$ cat src/rtl/fetch_pkg.sv
// Shared types and constants for the instruction fetch unit.
// Optional feature macro used by the fetch unit: FETCH_TIMEOUT_EN.
package fetch_pkg;

   localparam int ADDR_W      = 64;
   localparam int INSTR_W     = 32;
   localparam int INSTR_BYTES = 4;

   // Fetch sequencer states; FAULT is only reachable with the timeout enabled.
   typedef enum logic [1:0] {
      IDLE  = 2'd0,
      REQ   = 2'd1,
      HOLD  = 2'd2,
      FAULT = 2'd3
   } fetch_state_t;

endpackage

$ cat src/rtl/instr_fetch_unit_next_pc_calc.sv
// Combinational next-PC: sequential (+4) or redirect by the pre-shifted,
// sign-extended offset from the sign extender. Wraps modulo 2^64.
module next_pc_calc
   import fetch_pkg::*;
(
   input  logic [ADDR_W-1:0] FetchPC,
   input  logic [ADDR_W-1:0] ExtImm,
   input  logic              Redirect,
   output logic [ADDR_W-1:0] NextPC
);

   logic [ADDR_W-1:0] w_offset;

   // Pick the branch offset or the instruction size, then add.
   always_comb begin
      w_offset = Redirect ? ExtImm : ADDR_W'(INSTR_BYTES);
      NextPC   = FetchPC + w_offset;
   end

endmodule

$ cat src/rtl/instr_fetch_unit.sv
// LEGv8 instruction fetch unit: holds the PC, fetches over ImemReq/ImemAck,
// presents instructions to decode and computes the next PC.
// Optional macro FETCH_TIMEOUT_EN adds a REQ timeout with a sticky Fault.
//
// Handshakes: ImemReq stays high with a stable ImemAddr until ImemAck is
// sampled high on a rising edge; InstValid stays high with Instruction and
// FetchPC stable until InstReady is sampled high on a rising edge. Redirect
// and ExtImm only matter on that accepting edge.
module instr_fetch_unit
   import fetch_pkg::*;
#(
   parameter logic [63:0] RESET_PC       = 64'h0,
   parameter int          TIMEOUT_CYCLES = 16
) (
   input  logic                CLK,
   input  logic                Reset,
   output logic [ADDR_W-1:0]   ImemAddr,
   output logic                ImemReq,
   input  logic                ImemAck,
   input  logic [INSTR_W-1:0]  ImemData,
   output logic [INSTR_W-1:0]  Instruction,
   output logic [ADDR_W-1:0]   FetchPC,
   output logic                InstValid,
   input  logic                InstReady,
   input  logic                Redirect,
   input  logic [ADDR_W-1:0]   ExtImm,
   output logic                Fault,
   output fetch_state_t        DbgState
);

   fetch_state_t       r_state;
   fetch_state_t       w_next_state;
   logic               r_started;
   logic [ADDR_W-1:0]  r_pc;
   logic [ADDR_W-1:0]  r_fetch_pc;
   logic [INSTR_W-1:0] r_instr;
   logic               r_valid;
   logic               w_load;
   logic               w_advance;
   logic               w_timeout;
   logic [ADDR_W-1:0]  w_next_pc;

`ifdef FETCH_TIMEOUT_EN
   localparam int CNT_W = $clog2(TIMEOUT_CYCLES + 1);
   logic [CNT_W-1:0] r_cnt;
   logic             r_fault;
`endif

   next_pc_calc u_next_pc (
      .FetchPC  (r_fetch_pc),
      .ExtImm   (ExtImm),
      .Redirect (Redirect),
      .NextPC   (w_next_pc)
   );

   // Next-state and transfer strobes; the first edge after reset release
   // is spent in IDLE so the request starts one cycle later.
   always_comb begin
      w_next_state = r_state;
      w_load       = 1'b0;
      w_advance    = 1'b0;
      w_timeout    = 1'b0;
      case (r_state)
         IDLE: begin
            if (r_started) w_next_state = REQ;
         end
         REQ: begin
            if (ImemAck) begin
               w_next_state = HOLD;
               w_load       = 1'b1;
            end
`ifdef FETCH_TIMEOUT_EN
            else if (r_cnt == CNT_W'(TIMEOUT_CYCLES - 1)) begin
               w_next_state = FAULT;
               w_timeout    = 1'b1;
            end
`endif
         end
         HOLD: begin
            if (InstReady) begin
               w_next_state = REQ;
               w_advance    = 1'b1;
            end
         end
         FAULT: begin
`ifdef FETCH_TIMEOUT_EN
            w_next_state = FAULT;
`else
            w_next_state = IDLE;
`endif
         end
         default: w_next_state = IDLE;
      endcase
   end

   // State register plus the post-reset start flag.
   always_ff @(posedge CLK or posedge Reset) begin
      if (Reset) begin
         r_state   <= IDLE;
         r_started <= 1'b0;
      end else begin
         r_state   <= w_next_state;
         r_started <= 1'b1;
      end
   end

   // PC, instruction register and valid flag.
   always_ff @(posedge CLK or posedge Reset) begin
      if (Reset) begin
         r_pc       <= RESET_PC;
         r_fetch_pc <= RESET_PC;
         r_instr    <= '0;
         r_valid    <= 1'b0;
      end else begin
         if (w_load) begin
            r_instr    <= ImemData;
            r_fetch_pc <= r_pc;
            r_valid    <= 1'b1;
         end
         if (w_advance) begin
            r_pc    <= w_next_pc;
            r_valid <= 1'b0;
         end
      end
   end

`ifdef FETCH_TIMEOUT_EN
   // Count REQ cycles without ack; latch Fault when the budget runs out.
   always_ff @(posedge CLK or posedge Reset) begin
      if (Reset) begin
         r_cnt   <= '0;
         r_fault <= 1'b0;
      end else begin
         if (r_state == REQ && !ImemAck && !w_timeout) r_cnt <= r_cnt + 1'b1;
         else                                          r_cnt <= '0;
         if (w_timeout) r_fault <= 1'b1;
      end
   end
   assign Fault = r_fault;
`else
   assign Fault = 1'b0;
`endif

   assign ImemAddr    = r_pc;
   assign ImemReq     = (r_state == REQ);
   assign Instruction = r_instr;
   assign FetchPC     = r_fetch_pc;
   assign InstValid   = r_valid;
   assign DbgState    = r_state;

endmodule

$ cat config.mk
export PLATFORM = sky130hd
export DESIGN_NAME = instr_fetch_unit
export DESIGN_NICKNAME = d
export VERILOG_FILES = /design/src/rtl/fetch_pkg.sv /design/src/rtl/instr_fetch_unit_next_pc_calc.sv /design/src/rtl/instr_fetch_unit.sv
export SDC_FILE = /design/constraint.sdc
export NUM_CORES = 1
export LEC_CHECK = 0
export CAP_MARGIN = 15
export CORE_UTILIZATION = 30
export CTS_CLUSTER_SIZE = 12
export DETAILED_ROUTE_END_ITERATION = 8
export GPL_ROUTABILITY_DRIVEN = 0
export HOLD_SLACK_MARGIN = 0.02
export PLACE_DENSITY = 0.55
export SETUP_SLACK_MARGIN = 0.15
export SYNTH_ARGS = -nofsm -noshare
export SYNTH_HDL_FRONTEND = slang
export SYNTH_SLANG_ARGS = --single-unit
$ cat constraint.sdc
create_clock -name CLK -period 6.4 [get_ports CLK]
set_input_delay 0.64 -clock CLK [delete_from_list [all_inputs] [get_ports CLK]]
set_output_delay 0.64 -clock CLK [all_outputs]
set_load 0.05 [all_outputs]
==> summary.md, run 1 <==
| Metric | Value |
|---|---|
| Status | complete, no violations |
| WHS Path Cells | 2 |
| WHS | 0.486 ns |
| Clock network power share | 13.5% |
| Startpoint types | input port |
| Pint | approximately 3.7 mW |
| I/O Buffers | 264 |
| Clock Pin Slew Worst Setup and Hold Paths | around 0.060 ns |
| FP Rows | 66 |
| Sequential power share | between 20% and 30% |
| Worst min path class | flop to flop |
| Sequential fraction of the synthesis area | 40.5% |
| Synthesized netlist cell count | a little over 1000 |
| Slowest-stage cell, CP | a31oi_1 |
| Largest net degree at the start of global routing | slightly above 70 |
| MaxCap Viol Count | 0 |
| Setup crit end kind | flop |
| Most used DFF post-synth | dfrtp_1 |
| Crit-path max FO | 39 |
| First-pass GRT wire length | ~46000 um |
| Global routing usage on met1 | 23.0% |
| Crit path DAT | about 4 ns |
| DR vias/cell | slightly below 5 |
| Final Cycle Share | around 60% |
| Final instance area | about 14000 um^2 |
| Hold Fails Final Rpt | 0 |
| RSZ-0062 raised after global routing | no |
| Routed length per instance | between 15 and 20 um |
| Fillers | 3323 |
| Top cells by area, synth | dfrtp_1 (40%), mux2_2 (11%), ha_1 (7.9%) |
| R2R depth | 12 |
| Final #Nets | around 1400 |
| Met3 Usage GRT | under 10% |
| Worst VDD drop | roughly 0.27 mV |
| WP data required | ~6.7 ns |
| Clock Latency Late Sink | around 0.44 ns |
| Comb power frac | 61.0% |
| P_sw | roughly 3.7 mW |
| Routed vias | about 8400 |
| Post-synth top area cell | dfrtp_1 |
| Skew final | 0.0166 ns |
| Die H | approximately 190 um |
| Vias in the first global route | slightly above 8000 |
| Half-perimeter wire length after detailed placement | about 22000 um |
| Core Area | roughly 33000 um^2 |
| Syn-to-layout area delta | 34.3% |
| Die ar. | approximately 35000 um^2 |
| Final Max Slew Viols | 0 |
| Post-layout minimum cycle time | roughly 3.8 ns |
| Hold_buf cts | 0 |
| CP most frequent cell | o21ai_0 |
| H-tree level count | 4 |
| Setup violations, final | 0 |
| Syn Area/Cell | about 9.8 um^2 |
| Synth Register Bits | 164 |
| DIE WIDTH | roughly 190 um |
| Share of layout cells above drive strength 1 | between 10% and 20% |
| Max incr delay on CP | around 0.54 ns |
| Layer with the highest usage | met2 |
| Met2 Usage GRT | 27.7% |
| Share of the synthesized area in the top cell type | between 40% and 50% |
| Placed cell areas | about 13000 um^2 |
| Routed wire length | 29300 um |
| Grt total ovfl | 0 |
| Post-Syn Area | just over 10000 um^2 |
| Max transition margin | slightly above 50% |
| Max Fclk | 0.262 GHz |
| Switching Share | between 50% and 60% |
| Clock buffer depth | 2 |
| DRC viols | 0 |
| Antenna violations before repair | 0 |
| # diodes | 0 |
| Drt first pass iters | 4 |
| Yosys warning total | 0 |
| Leak Pwr | between 5 and 6 nW |
| Syn Nets | around 1200 |
| Post CTS Setup Buffer Count | 0 |
| Yosys cell types | 77 |
| Setup TNS | 0 ns |
| Root buffer cell | clkbuf_16 |
| PD cells | 542 nW/um^2 |
| CTS tree | yes |
| Drt initial violations | 437 |
| Num CTS Buffers | 17 |
| DRT antenna net count | 0 |
| Post-synth EDFFs | 0 |
| Async S/R FF share, synth | 100% |
| IO Pins | approximately 270 |
| Initial core utilization | a little under a third |
| GRT Overall Usage | 17.2% |
| Critical path class | input port to flop |
| CP Cell Sequence | clkbuf_2 > buf_4 > and2_1 > ha_1 > nand2_1 > o21ai_0 > a32oi_1 > a21oi_1 > a31oi_1 > a31oi_1 > a21oi_1 > o21ai_0 > xnor2_1 > o21ai_0 |
| Clk sinks | approximately 160 |
| Post-CTS Resized | 0 |
| Tot Pwr | about 7.4 mW |
| Worst-margin pin slew | 0.742 ns |
## worst paths after layout
path / endpoint / slack, ns / startpoint
worst max-delay path: ImemAddr[62]$_DFFE_PP0P_ / 2.58 / Redirect
worst min register to register: InstValid$_DFFE_PP0P_ / 0.49 / InstValid$_DFFE_PP0P_
worst max register to register: ImemAddr[62]$_DFFE_PP0P_ / 2.99 / FetchPC[0]$_DFFE_PP0P_
worst min-delay path: InstValid$_DFFE_PP0P_ / 0.49 / InstValid$_DFFE_PP0P_
min in group asynchronous: Instruction[31]$_DFFE_PP0P_ / 0.68 / Reset
max in group asynchronous: FetchPC[6]$_DFFE_PP0P_ / 4.61 / Reset
## flip-flops by register name, indices dropped and copies added, names as in the netlist
signal / flops
InstValid: 1
DbgState: 2
ImemAddr: 64
r_started: 1
FetchPC: 64
Instruction: 32
## final cells by class
| cell class | count | area [um^2] | area share, % |
|---|---|---|---|
| Clock buffer | 21 | 450 | 3.31 |
| Clock inverter | 11 | 105 | 0.772 |
| Inverter | 16 | 65.1 | 0.478 |
| Multi-Input combinational cell | 797 | 5670 | 41.6 |
| Sequential cell | 164 | 4100 | 30.1 |
| Tap cell | 442 | 553 | 4.06 |
| Timing Repair Buffer | 269 | 2680 | 19.6 |
## power groups by stage
stage | clock network, mW | registers [mW] | logic, mW
floorplan | 0 | 3.39 | 1.61
global placement | 0 | 1.90 | 4.50
detailed placement | 0 | 1.91 | 4.52
CTS | 1.03 | 1.89 | 4.53
global route | 1.07 | 1.96 | 4.81
finish | 0.995 | 1.89 | 4.50
## cell families after synthesis
| kind of cell | count (synthesis) | synth area share (%) |
|---|---|---|
| simple gates | 306 | 15.1 |
| mux | 97 | 10.8 |
| flops | 164 | 40.5 |
| other cells | 2 | 0.0740 |
| xor+xnor | 59 | 5.09 |
| fa+ha+maj | 65 | 8.09 |
| buf+inv | 69 | 3.82 |
| compound gates | 268 | 16.6 |
## layout by cell type (no fill, tap or decap), drive strengths merged, types with 3 or more instances in the layout
master / count
a211oi: 6
and3: 5
clkinv: 5
a21oi: 68
nand2b: 3
a31oi: 13
mux2: 96
xor2: 21
o21ai: 91
a21boi: 3
and2: 67
ha: 64
clkinvlp: 4
xnor2: 38
clkdlybuf4s50: 263
inv: 17
clkbuf: 22
nor2: 40
nor3: 5
nor2b: 4
a21o: 32
dfrtp: 164
o31ai: 8
buf: 5
o21a: 7
nand4: 20
nand3: 19
nand2: 127
a311oi: 5
o21bai: 17
## metrics by stage
step / utilization [%] / std cells / setup WS [ns]
after floorplan: - / 1030 / 1.33
after global placement: 39.8 / 1688 / 2.19
after detailed placement: 39.8 / 1688 / 2.04
after CTS: 41.4 / 1720 / 2.52
after global routing: 41.4 / 1720 / 2.21
final: 41.4 / 1720 / 2.58
## layer usage
metal	vias to the layer above	part of all wire (%)	wire length [um]
met3	22	5.9	1730
met5	-	0	0
met1	3967	48	13900
met2	229	45	13200
li1	4139	-	-
met4	0	1.3	368
## critical path, delay by kind of cell
family,cells,cell delay [ns]
AO/OA/AOI/OAI,8,1.88
buffers and inverters,2,0.71
adder cells (fa/ha/maj),1,0.41
AND/OR/NAND/NOR,2,0.28
XOR/XNOR,1,0.14
## synthesized netlist by cell type (3+ instances only)
library cell	instances
a21o_2	3
o21ai_0	83
o21a_1	7
ha_1	64
nor2_1	39
clkbuf_1	23
nand2_1	125
a21oi_1	66
nor3_1	5
nand3_1	18
buf_4	4
inv_1	16
clkbuf_8	8
mux2_2	96
xor2_1	21
and2_1	66
a31oi_1	13
a211oi_1	6
a311oi_1	5
nand4_1	20
buf_1	8
o21bai_1	17
o31ai_1	7
a21o_1	29
nor2b_1	4
buf_2	4
xnor2_1	38
nand2b_1	3
and3_2	3
dfrtp_1	164
o21ai_1	8
No activity file was read; power rests on OpenSTA's default activity.
==> inputs of run 2 (changes only) <==
clock period = 3.6 ns   (was 6.4 ns; I/O delays follow)
==> summary.md, run 2 (synthesized netlist as in run 1, its figures left out) <==
| Metric | Value |
|---|---|
| Worst VDD drop | 0.557 mV (+110%) |
| Post-CTS Resized | 0 (unchanged) |
| FP Rows | 66 (unchanged) |
| DRC viols | 0 (unchanged) |
| Hold Fails Final Rpt | 0 (unchanged) |
| Clock Latency Late Sink | 0.44 ns (about the same) |
| Initial core utilization | 30.9% (unchanged) |
| Reg2reg setup slack | 0.51 ns (-2.48 ns) |
| Clock buffer depth | 2 (unchanged) |
| Grt total ovfl | 0 (unchanged) |
| WP buf/inv | 2 (unchanged) |
| DR vias/cell | 4.83 (-0.66%) |
| Half-perimeter wire length after detailed placement | 23900 um (+7.1%) |
| Die H | 186 um (unchanged) |
| DRT antenna net count | 0 (unchanged) |
| Critical path class | input port to flop |
| Skew final | 0.0163 ns (-0.000261 ns) |
| Share of layout cells above drive strength 1 | 19.5% (+7.2 points) |
| Final Max Slew Viols | 0 (unchanged) |
| IO Pins | 266 (unchanged) |
| Worst R2R Start | FetchPC[13]$_DFFE_PP0P_ |
| Slowest-stage cell, CP | o31a_4 |
| GRT Overall Usage | 17.8% (+0.59 points) |
| Setup violations, final | 0 (unchanged) |
| Max transition margin | 51.4% (+0.85 points) |
| Routed wire length | 30400 um (+3.8%) |
| Tot Pwr | 13.8 mW (+87%) |
| Root buffer cell | clkbuf_16 |
| Final #Nets | 1541 (+7.7%) |
| Antenna violations before repair | 1 (+1) |
| Routed vias | 8828 (+5.6%) |
| Crit path DAT | 3.47 ns (-0.63 ns) |
| Critical path origin | ExtImm[13] |
| Leak Pwr | 6.57 nW (+9.8%) |
| Post-route insts no fill | 1829 (+6.3%) |
| Final Cycle Share | 88.0% |
| MaxCap Viol Count | 0 (unchanged) |
| Largest net degree at the start of global routing | 55 (-24%) |
| Post CTS Setup Buffer Count | 0 (unchanged) |
| I/O Buffers | 264 (unchanged) |
| Routed length per instance | 16.6 um (-2.3%) |
| Drt first pass iters | 5 (+1) |
| Die ar. | 34600 um^2 (unchanged) |
| Cell family with most CP delay | compound AO/OA/AOI/OAI gates |
| Hold_buf cts | 0 (unchanged) |
| WP data required | 3.90 ns (-2.78 ns) |
| Clock Pin Slew Worst Setup and Hold Paths | 0.06 ns (about the same) |
| Startpoint types | input port |
| Drt initial violations | 454 (+3.9%) |
| Worst min path class | input port to async pin |
| Syn-to-layout area delta | 43.6% |
| Num CTS Buffers | 17 (unchanged) |
| PD cells | 947 nW/um^2 (+75%) |
| Fillers | 3263 (-1.8%) |
| Fin util | 44.3% (+2.9 points) |
| Clk sinks | 164 (unchanged) |
| Setup TNS | 0 ns (unchanged) |
| Core Area | 32900 um^2 (unchanged) |
| Most common cell after layout, fill and taps aside | clkdlybuf4s50_1 |
| RSZ-0062 raised after global routing | no |
| Vias in the first global route | 9017 (+8.8%) |
| DIE WIDTH | 186 um (unchanged) |
| First-pass GRT wire length | 47900 um (+4.1%) |
| Max incr delay on CP | 0.45 ns (-0.09 ns) |
| Status | complete, no violations |
| Placed insts | 1798 (+6.5%) |
| CTS tree | yes |
| Most frequent cells in the layout | clkdlybuf4s50_1 (263), dfrtp_1 (164), nand2_1 (124) |
| Setup crit end kind | flop |
| Worst-margin pin slew | 0.728 ns (-0.0143 ns) |
| Max Fclk | roughly 0.32 GHz |
| H-tree level count | 4 (unchanged) |
| Post-layout minimum cycle time | between 3 and 4 ns |
| CP Cell Sequence | clkdlybuf4s50_1 > and2_1 > ha_1 > buf_4 > nand4_1 > nor4_2 > or4b_1 > a2bb2oi_1 > a21o_2 > a41oi_2 > o31a_4 > o31ai_4 > xnor2_1 > o21ai_1 |
| Crit-path max FO | 5 (-87%) |
-- run 2: through the flow --
stage | worst slack (ns) | hold WS (ns) | area (um^2)
final | 0.432 | 0.398 | 14600
after global routing | 0.205 | 0.467 | 14600
after CTS | 0.212 | 0.405 | 14600
after detailed placement | -0.231 | 0.476 | 14000
after global placement | -0.204 | 0.470 | 14000
after floorplan | 0.401 | 0.507 | 10100
-- run 2: worst paths after layout --
path	endpoint	depth (start not counted)
hold reg to reg	InstValid$_DFFE_PP0P_	2
min in group CLK	InstValid$_DFFE_PP0P_	2
setup reg to reg	ImemAddr[60]$_DFFE_PP0P_	12
max in group asynchronous	ImemAddr[39]$_DFFE_PP0P_	3
hold / removal	Instruction[21]$_DFFE_PP0P_	2
setup / recovery	ImemAddr[60]$_DFFE_PP0P_	14
-- run 2: per-layer routing --
layer	GRT usage, %	vias up	routed length [um]	part of all wire (%)
met5	0	-	0	0
met4	4.56	0	422	1.4
met3	3.74	23	1800	5.9
met2	29.6	239	14000	46
met1	23.3	4202	14100	46
li1	-	4364	-	-
-- run 2: worst reg2reg max path, delay by kind of cell, from the launching register on --
kind	cells	cell delay, ns
buffers and inverters	1	0.15
AND/OR/NAND/NOR	3	0.58
flip-flops	1	0.41
XOR/XNOR	1	0.14
adder cells (fa/ha/maj)	1	0.38
AO/OA/AOI/OAI	6	1.31
-- run 2: report_power, final --
part	leakage (nW)	switching (mW)	internal, mW	total [mW]
sequential	2.06	0.676	2.66	3.34
combinational	4.23	5.23	3.32	8.55
clock	0.286	0.806	1.11	1.91
total	6.57	6.71	7.09	13.8
-- run 2: cell type report --
class	instances	area, um^2	area share (%)
inverter	16	63.8	0.438
clock inverter	11	154	1.06
timing repair buffer	379	3570	24.5
antenna	1	2.50	0.0172
tap	442	553	3.80
multi-input combinational	797	5680	39.0
clock buffer	19	443	3.04
sequential	164	4100	28.2
